File: config.mk
export PLATFORM = sky130hd
export DESIGN_NAME = pipeline_ctrl
export DESIGN_NICKNAME = d
export VERILOG_FILES = /design/src/rtl/pipeline_ctrl_pkg.sv /design/src/rtl/pipeline_ctrl_hazard_detect.sv /design/src/rtl/pipeline_ctrl.sv
export SDC_FILE = /design/constraint.sdc
export NUM_CORES = 1
export LEC_CHECK = 0
export CAP_MARGIN = 40
export CORE_MARGIN = 5
export CORE_UTILIZATION = 45
export CTS_BUF_LIST = sky130_fd_sc_hd__clkbuf_8
export CTS_CLUSTER_DIAMETER = 30
export CTS_CLUSTER_SIZE = 28
export DETAILED_ROUTE_END_ITERATION = 8
export PLACE_DENSITY = 0.81
export SLEW_MARGIN = 0
export SYNTH_ARGS = -nofsm -noshare
export SYNTH_HDL_FRONTEND = slang
export SYNTH_SLANG_ARGS = --single-unit
File: constraint.sdc
create_clock -name clk -period 3.3 [get_ports clk]
set_input_delay 0.66 -clock clk [delete_from_list [all_inputs] [get_ports clk]]
set_output_delay 0.66 -clock clk [all_outputs]
set_load 0.01 [all_outputs]
File: src/rtl/pipeline_ctrl_pkg.sv
// Shared types for the pipeline sequencer: FSM states, register-number width
// and the bundle of freeze/flush controls driven to the pipeline registers.
package pipeline_ctrl_pkg;

   localparam int REG_W = 4;

   typedef enum logic [1:0] {
      RUN      = 2'd0,
      MEM_WAIT = 2'd1,
      ERROR    = 2'd2
   } state_t;

   typedef struct packed {
      logic pc_freeze;
      logic if_id_freeze;
      logic id_ex_freeze;
      logic ex_mem_freeze;
      logic if_id_flush;
      logic id_ex_flush;
      logic mem_wb_bubble;
   } ctrl_t;

endpackage

File: src/rtl/pipeline_ctrl_hazard_detect.sv
// Combinational RAW hazard check of the ID-stage sources against the EXE and
// MEM destinations; with forwarding on, only a load-use in EXE forces a stall.
module hazard_detect
   import pipeline_ctrl_pkg::*;
(
   input  logic             id_valid,
   input  logic [REG_W-1:0] src1,
   input  logic [REG_W-1:0] src2,
   input  logic             two_src,
   input  logic [REG_W-1:0] exe_dest,
   input  logic             exe_wb_en,
   input  logic             exe_mem_r_en,
   input  logic [REG_W-1:0] mem_dest,
   input  logic             mem_wb_en,
   input  logic             forward_en,
   output logic             hazard
);

   logic m1;
   logic m2;

   function automatic logic src_match(input logic [REG_W-1:0] src,
                                      input logic [REG_W-1:0] e_dest,
                                      input logic e_wb,
                                      input logic e_load,
                                      input logic [REG_W-1:0] m_dest,
                                      input logic m_wb,
                                      input logic fwd);
      logic hit;
      if (fwd)
         hit = e_load & e_wb & (e_dest == src);
      else
         hit = (e_wb & (e_dest == src)) | (m_wb & (m_dest == src));
      return hit;
   endfunction

   always_comb begin
      m1     = src_match(src1, exe_dest, exe_wb_en, exe_mem_r_en, mem_dest, mem_wb_en, forward_en);
      m2     = src_match(src2, exe_dest, exe_wb_en, exe_mem_r_en, mem_dest, mem_wb_en, forward_en);
      hazard = id_valid & (m1 | (two_src & m2));
   end

endmodule

File: src/rtl/pipeline_ctrl.sv
// Pipeline sequencer: per-cycle freeze/flush decisions for the five-stage core,
// memory-wait timeout FSM and saturating stall/flush counters.
module pipeline_ctrl
   import pipeline_ctrl_pkg::*;
#(
   parameter int TIMEOUT = 64,
   parameter int CNT_W   = 32
) (
   input  logic             clk,
   input  logic             rst,
   input  logic             id_valid,
   input  logic [REG_W-1:0] src1,
   input  logic [REG_W-1:0] src2,
   input  logic             two_src,
   input  logic [REG_W-1:0] exe_dest,
   input  logic             exe_wb_en,
   input  logic             exe_mem_r_en,
   input  logic [REG_W-1:0] mem_dest,
   input  logic             mem_wb_en,
   input  logic             forward_en,
   input  logic             branch_taken,
   input  logic             mem_access,
   input  logic             mem_ready,
   output logic             pc_freeze,
   output logic             if_id_freeze,
   output logic             id_ex_freeze,
   output logic             ex_mem_freeze,
   output logic             if_id_flush,
   output logic             id_ex_flush,
   output logic             mem_wb_bubble,
   output logic             mem_err,
   output logic [CNT_W-1:0] stall_cnt,
   output logic [CNT_W-1:0] flush_cnt
);

   localparam int WAIT_W = (TIMEOUT > 2) ? $clog2(TIMEOUT) : 1;
   localparam logic [WAIT_W-1:0] WAIT_LAST = WAIT_W'(TIMEOUT - 1);

   state_t            state_q, state_d;
   logic [WAIT_W-1:0] wait_q, wait_d;
   logic [CNT_W-1:0]  stall_cnt_q, stall_cnt_d;
   logic [CNT_W-1:0]  flush_cnt_q, flush_cnt_d;

   logic  hazard;
   logic  mstall;
   logic  flush_ev;
   logic  stall_ev;
   ctrl_t ctrl;

   hazard_detect u_hazard (
      .id_valid     (id_valid),
      .src1         (src1),
      .src2         (src2),
      .two_src      (two_src),
      .exe_dest     (exe_dest),
      .exe_wb_en    (exe_wb_en),
      .exe_mem_r_en (exe_mem_r_en),
      .mem_dest     (mem_dest),
      .mem_wb_en    (mem_wb_en),
      .forward_en   (forward_en),
      .hazard       (hazard)
   );

   // ERROR keeps the whole pipe frozen until reset.
   assign mstall = (state_q == ERROR) | (mem_access & ~mem_ready);

   always_comb begin
      ctrl = '0;
      if (rst) begin
         ctrl.if_id_flush = 1'b1;
         ctrl.id_ex_flush = 1'b1;
      end else if (mstall) begin
         ctrl.pc_freeze     = 1'b1;
         ctrl.if_id_freeze  = 1'b1;
         ctrl.id_ex_freeze  = 1'b1;
         ctrl.ex_mem_freeze = 1'b1;
         ctrl.mem_wb_bubble = 1'b1;
      end else if (branch_taken) begin
         ctrl.if_id_flush = 1'b1;
         ctrl.id_ex_flush = 1'b1;
      end else if (hazard) begin
         ctrl.pc_freeze    = 1'b1;
         ctrl.if_id_freeze = 1'b1;
         ctrl.id_ex_flush  = 1'b1;
      end
   end

   assign stall_ev = ~rst & (mstall | hazard);
   assign flush_ev = ~rst & ~mstall & branch_taken;

   always_comb begin
      state_d = state_q;
      wait_d  = '0;
      case (state_q)
         RUN: begin
            if (mstall)
               state_d = MEM_WAIT;
         end
         MEM_WAIT: begin
            // A ready on the last count cycle releases rather than times out.
            if (!mstall)
               state_d = RUN;
            else if (wait_q == WAIT_LAST)
               state_d = ERROR;
            else
               wait_d = wait_q + 1'b1;
         end
         ERROR: state_d = ERROR;
         default: state_d = RUN;
      endcase

      stall_cnt_d = stall_cnt_q;
      if (stall_ev && (stall_cnt_q != {CNT_W{1'b1}}))
         stall_cnt_d = stall_cnt_q + 1'b1;

      flush_cnt_d = flush_cnt_q;
      if (flush_ev && (flush_cnt_q != {CNT_W{1'b1}}))
         flush_cnt_d = flush_cnt_q + 1'b1;
   end

   always_ff @(posedge clk or posedge rst) begin
      if (rst) begin
         state_q     <= RUN;
         wait_q      <= '0;
         stall_cnt_q <= '0;
         flush_cnt_q <= '0;
      end else begin
         state_q     <= state_d;
         wait_q      <= wait_d;
         stall_cnt_q <= stall_cnt_d;
         flush_cnt_q <= flush_cnt_d;
      end
   end

   assign pc_freeze     = ctrl.pc_freeze;
   assign if_id_freeze  = ctrl.if_id_freeze;
   assign id_ex_freeze  = ctrl.id_ex_freeze;
   assign ex_mem_freeze = ctrl.ex_mem_freeze;
   assign if_id_flush   = ctrl.if_id_flush;
   assign id_ex_flush   = ctrl.id_ex_flush;
   assign mem_wb_bubble = ctrl.mem_wb_bubble;
   assign mem_err       = (state_q == ERROR);
   assign stall_cnt     = stall_cnt_q;
   assign flush_cnt     = flush_cnt_q;

endmodule
==> results.sh <==
export IMPL_wirelength_um=8970
export IMPL_ys_types=44
export IMPL_worst_path_stages=8
export IMPL_clock_sinks=72
export IMPL_initial_core_util_pct=45.8
export IMPL_dpl_instance_area_um2=4890
export IMPL_first_global_vias=3149
export IMPL_syn_area_um2=3730
export IMPL_p_per_area_nw_per_um2=422
export IMPL_worstHoldStart="wait_q[0]$_DFF_PP0_"
export IMPL_critPathKind="input port to output port"
export IMPL_syn_inst=359
export IMPL_postSynthAreaPerCell_um2=10.4
export IMPL_port_buffers=98
export IMPL_maxSlewViolCount=0
export IMPL_synthFlopType="dfrtp_1"
export IMPL_maxClockFrequency_mhz=313
export IMPL_areaGrowthSynthToFinish_pct=37.0
export IMPL_finalSetupViolations=0
export IMPL_ios=99
export IMPL_cts_tree="yes"
export IMPL_drive_gt1_share_pct=10.9
export IMPL_path_cells="clkdlybuf4s50_1 > xor2_1 > nor3_1 > nand4_1 > o21ai_2 > o21ba_2 > a21o_1 > clkdlybuf4s50_1"
export IMPL_dp_hpwl_um=6740
export IMPL_hold_buffers=0
export IMPL_synth_top_area_share_pct=48.3
export IMPL_status="complete, no violations"
export IMPL_cp_data_required_time_ps=2640
export IMPL_final_common_cell="clkdlybuf4s50_1"
export IMPL_die_height_um=101
export IMPL_crit_start="src2[0]"
export IMPL_slowest_delay_ps=530
export IMPL_synth_seq_cells=72
export IMPL_fin_nets=500
export IMPL_hp_class="register to register"
export IMPL_synthTopCellsByArea="dfrtp_1 (48%), xor2_1 (11%), xnor2_1 (8.7%), nand2_1 (3.6%), nor2_1 (3.1%)"
export IMPL_die_w_um=101
export IMPL_clockBufferDepth=2
export IMPL_startpoint_type="input port"
export IMPL_yosysWarnings=0
export IMPL_finalInstanceArea_um2=5110
export IMPL_path_common_cell="clkdlybuf4s50_1"
export IMPL_worstSkewPairLatency_ps=340
export IMPL_num_rows=33
export IMPL_drtAntennaViolNets=0
export IMPL_finalSetupTns_ps=0
export IMPL_htree_levels=3
export IMPL_grt_antenna_before_repair=0
export IMPL_async_flop_share_pct=100
export IMPL_timing_rr_start="stall_cnt[0]$_DFFE_PP0P_"
export IMPL_synth_edff_count=0
export IMPL_grt_max_degree=61
export IMPL_diodes=0
export IMPL_cts_root_buf="clkbuf_8"
export IMPL_drc=0
export IMPL_grt_use_total_pct=18.5
export IMPL_critical_path_buf_inv_count=2
export IMPL_finClkSkew_ps=5.44
export IMPL_drt_iter0_drc=81
export IMPL_drt_pass1_iterations=4
export IMPL_slew_headroom_pct=59.5
export IMPL_peakVddDrop_mv=0.209
export IMPL_layout_common_cells="clkdlybuf4s50_1 (96), dfrtp_1 (72), xor2_1 (45)"
export IMPL_worst_slew_pin_slew_ps=608
export IMPL_yosys_area_top_type="dfrtp_1"
export IMPL_syn_num_nets=389
export IMPL_rsz0062_at_grt="false"
export IMPL_crit_slowest_cell="clkdlybuf4s50_1"
export IMPL_clkTransAtPathRegs_ps=80
export IMPL_min_period_ps=3190
export IMPL_reg2regPathDepth=7
export IMPL_wl_per_cell_um=15.5
export IMPL_holdPathStages=1
export IMPL_routed_via_density=5.32
export IMPL_final_hold_violation_count=0
export IMPL_worstPathArrival_ps=2530
export IMPL_grt_ovfl_total=0
export IMPL_drv_cap=0
export IMPL_end_kind="output port"
export IMPL_p_leak_nw=2.20
export IMPL_min_period_over_period_pct=96.7
export IMPL_synth_seq_area_share_pct=48.3
export IMPL_core_area_um2=8130
export IMPL_dr_total_vias=3086
export IMPL_grt_pass1_wl_um=15100
export IMPL_cts_made_buffers=9
export IMPL_path_max_fanout=3
export IMPL_critPathTopFamily="buffers and inverters"
export IMPL_gp_congestion=0.804
export IMPL_dieArea_um2=10200
-- worst paths after layout --
check / end / slack (ps)
setup / recovery: id_ex_flush / 110
hold / removal: wait_q[0]$_DFF_PP0_ / 460
setup reg to reg: stall_cnt[15]$_DFFE_PP0P_ / 660
hold reg to reg: wait_q[0]$_DFF_PP0_ / 460
max in group asynchronous: flush_cnt[24]$_DFFE_PP0P_ / 1880
min in group asynchronous: wait_q[0]$_DFF_PP0_ / 890
-- layout make-up --
| class | count | area (um2) |
|---|---|---|
| inverter | 7 | 30.0 |
| fill | 685 | 3030 |
| clock inverter | 4 | 51.3 |
| sequential | 72 | 1800 |
| multi-input combinational | 272 | 1850 |
| tap | 105 | 131 |
| timing repair buffer | 108 | 1070 |
| clock buffer | 12 | 165 |
-- registers in the layout (all words and copies together), names as in the netlist --
| name | cells |
|---|---|
| wait_q | 6 |
| state_q | 2 |
| stall_cnt | 32 |
| flush_cnt | 32 |
-- metal layers --
layer	wire [um]	track usage (%)	vias to the layer above
met2	4570	31.3	79
met4	123	5.93	0
met3	433	4.36	13
li1	-	-	1467
met5	0	0	-
met1	3840	23.5	1527
-- through the flow --
stage          cells  utilization [%]  setup WS, ps  total power, mW  hold slack [ps]
5_1_grt          580             62.8          2.09             2.26              491
6_report         580             62.8           108             2.15              465
4_1_cts          580             62.7          35.0             2.17              466
2_1_floorplan    359                -           254             1.21              432
3_3_place_gp     563             59.8          12.3             1.41              449
3_5_place_dp     564             60.1         -32.7             1.43              456
-- repair_timing --
item                       4_1_cts  5_1_grt
resized for setup                2        3
buffers inserted                 0        0
setup endpoints to repair        2        1
-- cell usage after synthesis (all sizes together) (2+ instances only) --
library cell  number
or2                2
inv                7
dfrtp             72
nor2              32
o21ai              5
or3                3
and4               2
nor3b              2
mux2               2
xor2              45
and3              14
nor2b              2
buf                7
nor4b              2
nor3              21
nand2             36
xnor2             37
nand4             18
nand3             24
nand2b             2
and2               2
ha                 3
nor4              10
-- cell families after synthesis --
kind of cell	count (synthesis)	synth area share [%]
and+or+nand+nor	173	26.1
xor gates and xnor gates	82	19.3
DFF	72	48.3
buffers and inverters	15	2.18
AOI/OAI and AO/OA	12	2.55
adders and majority gates	3	1.01
muxes	2	0.604
-- power by group --
| group | leakage, nW | internal (mW) | total, mW | switching, mW |
|---|---|---|---|---|
| sequential | 0.942 | 0.944 | 1.03 | 0.0909 |
| clock | 0.109 | 0.411 | 0.742 | 0.331 |
| combinational | 1.15 | 0.219 | 0.376 | 0.157 |
| total | 2.20 | 1.57 | 2.15 | 0.579 |
Power figures use the tool's default switching activity.
